[src/rtl/ram64_arbiter.sv]
// Purpose: two-port arbiter/sequencer for RAM64. Port 0 is the CPU data side,
//   port 1 the DMA/loader side. Requests are serialised into single-cycle RAM
//   accesses using round-robin or fixed (port 0 first) priority.
// Latency: request seen in IDLE cycle T -> gnt in T+1 -> rvalid/rdata in T+2.
// Backpressure: a requester holds req and its op stable until gnt; one access
//   per 2 cycles; the losing port simply keeps waiting.
// Ports: clk/rst_n (sync, active-low); per port x in {0,1}: reqx, wex, addrx,
//   wdatax in, gntx, rvalidx, rdatax out; RAM side: ram_in, ram_load,
//   ram_address out, ram_out in (combinational read path).
module ram64_arbiter #(
  parameter int ADDR_W     = 6,
  parameter int DATA_W     = 16,
  parameter int FIXED_PRIO = 0
) (
  input  logic              clk,
  input  logic              rst_n,
  input  logic              req0,
  input  logic              we0,
  input  logic [ADDR_W-1:0] addr0,
  input  logic [DATA_W-1:0] wdata0,
  output logic              gnt0,
  output logic              rvalid0,
  output logic [DATA_W-1:0] rdata0,
  input  logic              req1,
  input  logic              we1,
  input  logic [ADDR_W-1:0] addr1,
  input  logic [DATA_W-1:0] wdata1,
  output logic              gnt1,
  output logic              rvalid1,
  output logic [DATA_W-1:0] rdata1,
  output logic [DATA_W-1:0] ram_in,
  output logic              ram_load,
  output logic [ADDR_W-1:0] ram_address,
  input  logic [DATA_W-1:0] ram_out
);

  typedef enum logic {IDLE = 1'b0, ACCESS = 1'b1} state_t;

  state_t            state, state_nxt;
  logic [ADDR_W-1:0] op_addr;
  logic              op_we;
  logic [DATA_W-1:0] op_wdata;
  logic              op_id;
  logic              rr_last;   // port served most recently
  logic              win_vld;
  logic              win_id;
  logic              access;

  always_comb begin
    state_nxt = state;
    win_vld   = 1'b0;
    win_id    = 1'b0;
    case (state)
      IDLE: begin
        if (req0 || req1) begin
          win_vld = 1'b1;
          if (req0 && req1)
            win_id = (FIXED_PRIO != 0) ? 1'b0 : ~rr_last;
          else
            win_id = req1;
          state_nxt = ACCESS;
        end
      end
      ACCESS:  state_nxt = IDLE;
      default: state_nxt = IDLE;
    endcase
  end

  always_ff @(posedge clk) begin
    if (!rst_n) begin
      state    <= IDLE;
      op_addr  <= '0;
      op_we    <= 1'b0;
      op_wdata <= '0;
      op_id    <= 1'b0;
      rr_last  <= 1'b1;   // "last served port 1" makes port 0 win first
      rvalid0  <= 1'b0;
      rvalid1  <= 1'b0;
      rdata0   <= '0;
      rdata1   <= '0;
    end else begin
      state   <= state_nxt;
      rvalid0 <= (state == ACCESS) && !op_we && !op_id;
      rvalid1 <= (state == ACCESS) && !op_we &&  op_id;
      if (win_vld) begin
        op_id    <= win_id;
        op_addr  <= win_id ? addr1  : addr0;
        op_we    <= win_id ? we1    : we0;
        op_wdata <= win_id ? wdata1 : wdata0;
      end
      if (state == ACCESS) begin
        rr_last <= op_id;
        // Each port's rdata only moves on its own reads.
        if (!op_we && !op_id) rdata0 <= ram_out;
        if (!op_we &&  op_id) rdata1 <= ram_out;
      end
    end
  end

  // Qualifying with rst_n lets a reset landing on an ACCESS cycle kill the
  // write strobe and grant in that same cycle.
  assign access      = (state == ACCESS) && rst_n;
  assign ram_load    = access && op_we;
  assign gnt0        = access && !op_id;
  assign gnt1        = access &&  op_id;
  // Held from the op registers, so these keep their last values in IDLE.
  assign ram_address = op_addr;
  assign ram_in      = op_wdata;

endmodule

[config.mk]
export PLATFORM = sky130hd
export DESIGN_NAME = ram64_arbiter
export DESIGN_NICKNAME = d
export VERILOG_FILES = /design/src/rtl/ram64_arbiter.sv
export SDC_FILE = /design/constraint.sdc
export NUM_CORES = 1
export LEC_CHECK = 0
export BUFFER_PORTS_ARGS = -buffer_cell sky130_fd_sc_hd__buf_2
export CAP_MARGIN = 5
export CORE_MARGIN = 1.5
export CORE_UTILIZATION = 45
export DETAILED_ROUTE_END_ITERATION = 8
export GPL_TIMING_DRIVEN = 0
export PLACE_DENSITY = 0.78
export SYNTH_ARGS = -nofsm -noshare
export SYNTH_HDL_FRONTEND = slang
export SYNTH_SLANG_ARGS = --single-unit
[constraint.sdc]
create_clock -name clk -period 3.05 [get_ports clk]
set_clock_uncertainty 0.1 [all_clocks]
set_input_delay 0.305 -clock clk [delete_from_list [all_inputs] [get_ports clk]]
set_output_delay 0.305 -clock clk [all_outputs]
set_load 0.02 [all_outputs]
# Word level (Yosys, flattened, before mapping)
# Index checks and enable logic that the tools add are counted.
# word_totals
elab_cells,36
input_bits,66
ff_bits,60
out_inout_bits,59
# classes
mux,9
n_reduce_logical,15
bitwise,2
# op_table
op,count
two-way mux 16 bit,1
logical AND 1 bit,10
two-way mux 1 bit,6
two-way mux 6 bit,1
AND reduction 2 bit,2
zero test 1 bit,2
inverter 1 bit,2
case mux 1 bit (2 select lines),1
logical OR 1 bit,1

# Logic depth before layout (Yosys ltp)
# Gate-level depths: netlist (run 1).
# logic_depth
word_depth,5
mapped_depth,6
mapped_depth_nobuf,3

# Least setup slack after synthesis (run 1)
# No wires, ideal clock.
# synth_timing
path_type,flip-flop to output port
startpoint,register state
endpoint,output gnt0
setup_slack_ns,1.512
arrival_ns,1.133
required_ns,2.645
n_path_buf,2
stages_incl_launch_ff,5
path_cell_list,dfxtp_1 -> buf_4 -> clkbuf_1 -> nand2_1 -> nor2_1
# synth_via
elab_chain_len,2
# synth_rtl
element,line,source
start: declaration,39,"state_t state, state_nxt;"
start signal: assignment,82,state <= state_nxt;
logical AND 1 bit,102,assign access = (state == ACCESS) && rst_n;
logical AND 1 bit,104,assign gnt0 = access && !op_id;
end: declaration,21,"output logic gnt0,"
# Every way passes these cells.

# Worst setup path after layout (run 1)
# layout_timing
startpoint,register state
endpoint,output ram_load
# layout_via
elab_chain_len,2
# layout_rtl
element,line,source
logical AND 1 bit,102,
logical AND 1 bit,103,assign ram_load = access && op_we;
end: declaration,32,"output logic ram_load,"
# Every way passes these cells.

==> results of run 1 <==
[power breakdown]
group	internal, W	switching [W]
Sequential	0.000835	0.0000276
Combinational	0.000137	0.000209
Clock	0.000478	0.000314
Total	0.00145	0.000551
[cell families after synthesis]
logic type      after synthesis  synth area share (%)
compound gates              105                  29.5
buf+inv                      32                  6.55
flops                        60                  46.3
mux                           1                 0.386
simple gates                100                  17.3
[synth_stat cells, drive strengths merged]
library cell and count:
o21ai 24, and3b 1, a21boi 33, or3b 1
a211oi 23, o21ba 1, nor2 2, and3 2
nor3b 1, nor2b 1, and2 1, nor3 24
nand2 66, dfxtp 60, buf 13, nand3b 1
mux2i 1, a2111oi 23, clkbuf 18, inv 1
a211o 1
[state kept, by name, indices dropped and copies added, names as in the netlist]
signal       count
ram_in          16
rdata0          16
rdata1          16
ram_address      6
op_id            1
op_we            1
rr_last          1
rvalid0          1
rvalid1          1
state            1
[worst min-delay path: stages]
cell	delay, ps
buf_2	100
nand2_1	50
a21boi_1	50
[area by class of cell]
cell class                      instances  area [um2]  share of cell area (%)
Clock buffer                           11         141                    4.01
Sequential cell                        60        1200                    34.1
Tap cell                               72        90.1                    2.56
Timing Repair Buffer                  124         621                    17.6
Inverter                                1        3.75                   0.107
Clock inverter                          5        75.1                    2.13
Multi-Input combinational cell        206        1220                    34.8
Buffer                                 31         166                    4.72
[cells in the final DEF, fill, tap and decap left out]
| cell | n |
|---|---|
| a21boi_0 | 22 |
| a21boi_1 | 11 |
| clkbuf_2 | 1 |
| clkinv_2 | 3 |
| bufinv_16 | 2 |
| nor2_1 | 2 |
| inv_2 | 1 |
| o21ai_0 | 24 |
| nor3_1 | 24 |
| dfxtp_1 | 60 |
| or3b_1 | 1 |
| clkbuf_8 | 10 |
| and2_1 | 1 |
| and3_1 | 2 |
| nor3b_4 | 1 |
| a2111oi_0 | 23 |
| a211o_1 | 1 |
| buf_2 | 130 |
| a211oi_1 | 23 |
| nor2b_1 | 1 |
| o21ba_4 | 1 |
| buf_6 | 4 |
| and3b_1 | 1 |
| buf_4 | 3 |
| nand2_1 | 66 |
| mux2i_1 | 1 |
| nand3b_2 | 1 |
| clkbuf_1 | 18 |
[per-layer routing]
| layer | vias to the layer above | global-route usage, % | routed length (um) | part of all wire [%] |
|---|---|---|---|---|
| met3 | 10 | 9.31 | 637 | 8.9 |
| met2 | 113 | 37.0 | 3180 | 44 |
| met1 | 1226 | 30.1 | 3250 | 45 |
| met5 | - | 0 | 0 | 0 |
| met4 | 0 | 9.65 | 118 | 1.6 |
| li1 | 1352 | - | - | - |
[stage by stage]
| step | power, W | cell area (um2) | std cells | utilization (%) |
|---|---|---|---|---|
| 2_1_floorplan | 0.00109 | 2600 | 298 | - |
| 3_3_place_gp | 0.00122 | 3310 | 494 | 59.7 |
| 3_5_place_dp | 0.00123 | 3310 | 494 | 59.7 |
| 4_1_cts | 0.00201 | 3520 | 510 | 63.6 |
| 5_1_grt | 0.00209 | 3520 | 510 | 63.6 |
| 6_report | 0.00200 | 3520 | 510 | 63.6 |
[worst paths after layout]
| path | startpoint | end | cells after the start |
|---|---|---|---|
| worst max-delay path | state | ram_load | 4 |
| worst min-delay path | ram_out[13] | rdata0[13] | 3 |
| worst max register to register | state | ram_in[11] | 4 |
| worst min register to register | rdata0[12] | rdata0[12] | 2 |
==> results.cfg, run 1 <==
[global_routing]
grt_usage_pct = 24.0
grt_pass1_vias = 2458
antenna_found_initial = 0
grt_pass1_wl_um = 11500
grt_max_degree = 11
overflow = 0

[sta]
finalMaxSlewViolations = 0
hold_violations = 0
min_period_ps = 2010
slew_headroom_pct = 66.7
tns_ps = 0
setup_viol = 0
whs_ps = 107
rsz0062_at_grt = no
worst_pin_slew_ps = 488
setup_slack_ps = 1040
fin_crit_sh_pct = 65.8
fmax_mhz = 498

[logic_synthesis]
yosysTopAreaCell = dfxtp_1
yosysUniqueCellTypes = 25
avgSynthCellArea_um2 = 8.71
yosys_register_bits = 60
synth_top_area_share_pct = 46.3
syn_area_um2 = 2600
syn-num-nets = 364
synthCells = 298
yosysWarnings = 0
synth.area.top_cells = dfxtp_1 46%, nand2_1 9.5%, a2111oi_0 7.8%, a211oi_1 6.7%, a21boi_0 6.4%
yosysSeqAreaShare_pct = 46.3

[clock_tree]
cts_tree = yes
cts.hold.buffers_added = 0
cts_buffer_depth = 2
clock-root-buffer = clkbuf_8
cts_setup_buffers = 0
cts.sinks = 60
cts_made_buffers = 9
htree_levels = 3
cts-resized-gates = 0
clock_latency_ps = 340
clk_pin_slew_ps = 70

[final_layout]
drive_above_1_share_pct = 35.8
nNetsFinal = 499
area_delta_synth_final_pct = 35.7
fillers = 513
n_antenna_cell = 0

[die]
core_area_um2 = 5540
start_util_pct = 46.9
ios = 125
die-area_um2 = 6230
row_count = 27
die_height_um = 79.0
die_x_um = 79.0

[detailed_routing]
num_vias = 2701
wl_um = 7180
avgRoutedWirePerCell_um = 14.1
drt-initial-drc-count = 101
antenna_left = 0
viasPerCell = 5.30
drt-pass1-iter-count = 4
drc_errors = 0

[pwr]
power_density_nw_per_um2 = 568
ir_worst_vdd_uv = 312
p_leak_nw = 1.51

[setup_path]
path_delay_family = buffers and inverters
critPathMaxFanout = 10
path_buf_inv = 3
max_stage_delay_ps = 370
endpoint_kind = primary output
critPathSlowestCell = clkbuf_1
crit_chain = buf_4 -> clkbuf_1 -> and3_1 -> buf_2
worstSetupPathType = register to primary output
critPathLaunchType = register
crit_arrival_ps = 1600
r2r_slack_ps = 1540
cp_data_required_time_ps = 2640

[min_path]
hold_path_class = input port to register

[job]
drv_cap = 0

[placed_design]
dp.final_hpwl_um = 5220
pre_cts_ws_ps = 1410
gp_congestion = 0.835
numPortBuffers = 124

[outcome]
outcome = finished, final reports clean
(Power assumes the default switching activity.)
==> run 2, diff against run 1 <==
==> constraint.sdc (replaced) <==
create_clock -name clk -period 2 [get_ports clk]
set_clock_uncertainty 0.1 [all_clocks]
set_input_delay 0.2 -clock clk [delete_from_list [all_inputs] [get_ports clk]]
set_output_delay 0.2 -clock clk [all_outputs]
set_load 0.02 [all_outputs]
==> run 2 against run 1 <==
Compared with the run above: non-clock buffer count grew 1; register-to-register slack lost 1100 ps; cell count grew 0.20%; die area is the same; routed wire length is essentially flat; combinational power grew 53%; utilization grew 0.29 points; sequential power grew 53%; flip-flop and latch count is the same.
==> results.cfg, run 2 (synthesis gave the netlist of run 1 again) <==
[global_routing]
grt_max_degree = 11
antenna_found_initial = 0
grt_pass1_vias = 2469
grt_pass1_wl_um = 11600
overflow = 0
grt_usage_pct = 24.1

[clock_tree]
clk_pin_slew_ps = 70
cts_tree = yes
cts_buffer_depth = 2
clock-root-buffer = clkbuf_8
clock_latency_ps = 330
cts_made_buffers = 9
cts_setup_buffers = 0
htree_levels = 3
cts.sinks = 60

[detailed_routing]
num_vias = 2708
drt-pass1-iter-count = 4
drc_errors = 0
drt-initial-drc-count = 104
viasPerCell = 5.30
antenna_left = 0
wl_um = 7180
avgRoutedWirePerCell_um = 14.0

[final_layout]
n_antenna_cell = 0
drive_above_1_share_pct = 35.8
area_delta_synth_final_pct = 36.3
final_area_um2 = 3540
nNetsFinal = 500
final_common_cell = buf_2
layout_common_cells = 130 x buf_2, 66 x nand2_1, 60 x dfxtp_1

[setup_path]
endpoint_kind = primary output
worstSetupPathType = register to primary output
critPathLaunchType = register
r2r-start = state
r2r_cells = 4
worstReg2RegEnd = ram_in[4]
r2r_slack_ps = 440
cp_data_required_time_ps = 1700
crit_arrival_ps = 1270
critPathMaxFanout = 19

[min_path]
hold_path_class = input port to register
hold_path_end = rdata0[14]
hold_depth = 3
hold_start = ram_out[14]

[die]
die_height_um = 79.0
die-area_um2 = 6230
core_area_um2 = 5540
ios = 125
die_x_um = 79.0
start_util_pct = 46.9
row_count = 27

[sta]
worst_pin_slew_ps = 491
whs_ps = 14.4
rsz0062_at_grt = no
finalMaxSlewViolations = 0
setup_viol = 0
fin_crit_sh_pct = 78.5
fmax_mhz = 637
tns_ps = 0
hold_violations = 0
slew_headroom_pct = 66.4
min_period_ps = 1570

[job]
drv_cap = 0

[placed_design]
gp_congestion = 0.835
numPortBuffers = 124
dpl_cell_area_um2 = 3310
dp.final_hpwl_um = 5220

[outcome]
outcome = finished, final reports clean

[pwr]
ir_worst_vdd_uv = 478
power_density_nw_per_um2 = 861
power_w = 0.00305
p_leak_nw = 1.52
## run 2: cell count changes in the layout (fill, tap and decap cells not counted)
cell / previous run / this run
dlygate4sd3_1: 0 / 2
clkbuf_1: 18 / 17
## run 2: how the worst max path moves through the flow
stage	endpoint	startpoint	depth (start not counted)
6_report	gnt1	state	3
5_1_grt	ram_in[3]	state	4
4_1_cts	ram_load	state	4
3_5_place_dp	ram_load	state	4
3_3_place_gp	gnt0	state	5
2_1_floorplan	gnt0	state	4
## run 2: layer usage
layer | GRT usage (%) | vias up | share of wire (%)
met3 | 9.20 | 6 | 9.2
li1 | - | 1354 | -
met1 | 30.3 | 1228 | 44
met2 | 37.2 | 120 | 46
met5 | 0 | - | 0
met4 | 9.65 | 0 | 0.98
## run 2: stage by stage
step / worst slack [ps] / utilization, % / std cells
2_1_floorplan: 567 / - / 298
3_3_place_gp: 443 / 59.7 / 494
3_5_place_dp: 461 / 59.7 / 494
4_1_cts: 91.6 / 64.0 / 512
5_1_grt: 263 / 63.9 / 511
6_report: 429 / 63.9 / 511
## run 2: final cells by class
cell class	instances	area, um2
Fill cell	508	2000
Clock buffer	11	141
Buffer	30	163
Inverter	1	3.75
Sequential cell	60	1200
Timing Repair Buffer	126	641
Multi-Input combinational cell	206	1220
Tap cell	72	90.1
Clock inverter	5	75.1
## run 2: critical path: stages, from the launching register on
cell and delay, ps:
dfxtp_1 330, buf_4 230, and3_1 200, buf_2 180
## run 2: where the power goes
part           internal [W]  leakage, nW  switching, W
registers           0.00127        0.492     0.0000418
logic              0.000210        0.916      0.000318
clock network      0.000730        0.113      0.000472
total               0.00221         1.52      0.000832
## run 2: what timing repair did
item	4_1_cts	5_1_grt
hold buffers	2	0
endpoints found under the setup margin	0	2
gates resized for setup	0	0
endpoints found under the hold margin	2	0
==> run 3, diff against run 2 <==
--- a/config.mk
+++ b/config.mk
@@ -5,13 +5,14 @@
 export SDC_FILE = /design/constraint.sdc
 export NUM_CORES = 1
 export LEC_CHECK = 0
+export ABC_AREA = 1
 export BUFFER_PORTS_ARGS = -buffer_cell sky130_fd_sc_hd__buf_2
 export CAP_MARGIN = 5
 export CORE_MARGIN = 1.5
 export CORE_UTILIZATION = 45
 export DETAILED_ROUTE_END_ITERATION = 8
 export GPL_TIMING_DRIVEN = 0
-export PLACE_DENSITY = 0.78
+export PLACE_DENSITY = 0.79
 export SYNTH_ARGS = -nofsm -noshare
 export SYNTH_HDL_FRONTEND = slang
 export SYNTH_SLANG_ARGS = --single-unit
==> constraint.sdc (replaced) <==
create_clock -name clk -period 1.5 [get_ports clk]
set_clock_uncertainty 0.1 [all_clocks]
set_input_delay 0.15 -clock clk [delete_from_list [all_inputs] [get_ports clk]]
set_output_delay 0.15 -clock clk [all_outputs]
set_load 0.02 [all_outputs]
==> run 3 against run 2 <==
Compared with the run above: register-to-register slack got worse by 310 ps; hold slack got worse by 6.0 ps; clock-buffer cell count did not move; highest routed layer unchanged; non-clock buffer count rose by 21; power rose by 40%; cell count rose by 18%; sequential share of layout area fell by 1.9 points.
==> results.cfg, run 3 <==
[die]
die_x_um = 77.9
core_area_um2 = 5470
die_height_um = 77.9
ios = 125
die-area_um2 = 6070
row_count = 27
start_util_pct = 46.1

[final_layout]
n_antenna_cell = 0
seqCellArea_um2 = 1200
final_common_cell = buf_2
drive_above_1_share_pct = 29.3
layout_common_cells = 131 x buf_2, 84 x nor2_1, 59 x dfxtp_1
nNetsFinal = 593
multiInputGateArea_um2 = 1050
fillers = 466
area_delta_synth_final_pct = 49.1

[global_routing]
antenna_found_initial = 0
grt_usage_pct = 25.2
grt_pass1_vias = 2729
grtUsageMet2_pct = 42.4
grt_pass1_wl_um = 12000
top_usage_layer = met2
grt_max_degree = 11
overflow = 0
gr-usage-met3_pct = 9.88
grt_use_met1_pct = 27.9

[logic_synthesis]
yosysSeqAreaShare_pct = 47.6
yosysUniqueCellTypes = 16
async_flop_share_pct = 0
synth_edf_count = 0
synthCells = 362
yosysTopAreaCell = dfxtp_1
yosysWarnings = 0
avgSynthCellArea_um2 = 6.97
syn_area_um2 = 2520
synth_most_common_cell = nor2_1
syn-num-nets = 428
synth.area.top_cells = dfxtp_1 48%, nor2_1 12%, nand2_1 7.3%, o21ai_0 6.5%, inv_1 6.2%
synthFlopType = dfxtp_1
yosys_register_bits = 60
synth_top_area_share_pct = 47.6
synthTopCellsByCount = 84 x nor2_1, 60 x dfxtp_1, 49 x nand2_1, 42 x inv_1, 33 x o21ai_0

[setup_path]
worstSetupPathType = register to primary output
critPathLaunchType = register
endpoint_kind = primary output
critPathMaxFanout = 6
cp_data_required_time_ps = 1250
crit_arrival_ps = 1130

[placed_design]
dp.final_hpwl_um = 4900
gp_congestion = 0.804
numPortBuffers = 123

[pwr]
p_switching_w = 0.00123
combPwrFrac_pct = 20.5
ir_worst_vdd_uv = 702
seq_power_share_pct = 41.8
p_int_w = 0.00304
power_density_nw_per_um2 = 1130
swShare_pct = 28.8
clkPwrFrac_pct = 37.7
p_leak_nw = 1.99

[sta]
hold_violations = 0
worst_pin_slew_ps = 475
rsz0062_at_grt = no
finalMaxSlewViolations = 0
fmax_mhz = 724
setup_viol = 0
fin_crit_sh_pct = 92.1
slew_headroom_pct = 68.3
tns_ps = 0
min_period_ps = 1380
whs_ps = 8.44

[clock_tree]
clk_pin_slew_ps = 60
cts_made_buffers = 9
htree_levels = 3
clock-root-buffer = clkbuf_8
cts_setup_buffers = 0
clock_latency_ps = 330
cts.sinks = 60
cts_buffer_depth = 2
cts_tree = yes

[job]
drv_cap = 0

[detailed_routing]
num_vias = 2945
antenna_left = 0
drc_errors = 0
drt-pass1-iter-count = 4
drt-initial-drc-count = 79
avgRoutedWirePerCell_um = 12.3
wl_um = 7430
viasPerCell = 4.88

[min_path]
hold_path_class = input port to register

[outcome]
outcome = finished, final reports clean
## run 3: cell types whose count changed after synthesis, sizes merged, moves of 17 or more
cell and delta:
a21boi -33, nand4 +23, inv +43, nand3 +26, a21oi +18, a211oi -23, nor2 +83, nand2 -17
nor3 -23, a2111oi -23
## run 3: per-layer routing
layer / vias to the layer above / routed length (um)
met5: - / 0
met4: 0 / 147
met3: 19 / 662
met2: 144 / 3520
met1: 1296 / 3100
li1: 1486 / -
## run 3: worst max-delay path: stages (launching register included)
cell and delay (ps):
dfxtp_4 390, nand2_1 90, nor2_1 130, buf_2 190
## run 3: power groups by stage
stage / Sequential [W] / Clock (W) / Combinational, W
3_5_place_dp: 0.00182 / 0 / 0.000798
4_1_cts: 0.00178 / 0.00163 / 0.000864
2_1_floorplan: 0.00195 / 0 / 0.000368
5_1_grt: 0.00179 / 0.00171 / 0.000967
3_3_place_gp: 0.00181 / 0 / 0.000785
6_report: 0.00178 / 0.00161 / 0.000874
## run 3: repair_timing
action | in CTS | in global routing
cloned | 0 | 0
endpoints found under the setup margin | 4 | 10
hold buffers | 31 | 0
resized for setup | 1 | 7
hold endpoints to repair | 33 | 0
## run 3: area by class of cell
cell class | count | area share (%)
flip-flops and latches | 60 | 32.0
multi-input cells | 235 | 28.0
repair buffers | 154 | 24.6
inverters | 44 | 4.39
clock buffers | 11 | 3.76
plain buffers | 23 | 2.86
well taps | 72 | 2.39
clock inverters | 5 | 1.99
## run 3: cells by family after synthesis
group | Yosys count | share of synthesized area (%)
flip-flops | 60 | 47.6
AND/OR/NAND/NOR | 184 | 31.7
buffers and inverters | 67 | 10.7
AO/OA/AOI/OAI | 51 | 10.1
## run 3: worst paths after layout
| kind | from | endpoint | slack (ps) | cells after the start |
|---|---|---|---|---|
| min | addr0[4] | ram_address[4] | 8 | 5 |
| max reg2reg | op_we | rdata1[14] | 130 | 5 |
| min reg2reg | rdata1[6] | rdata1[6] | 340 | 2 |
| max | state | gnt0 | 120 | 3 |
## run 3: per-stage QoR
| stage | util (%) | instances | power (W) | worst slack, ps | instance area (um2) |
|---|---|---|---|---|---|
| floorplan | - | 362 | 0.00232 | 250 | 2520 |
| global placement | 59.0 | 557 | 0.00260 | 19.7 | 3230 |
| detailed placement | 59.0 | 557 | 0.00261 | 11.3 | 3230 |
| CTS | 68.7 | 604 | 0.00427 | 55.2 | 3760 |
| global route | 68.8 | 604 | 0.00448 | 6.90 | 3760 |
| finish | 68.8 | 604 | 0.00427 | 119 | 3760 |
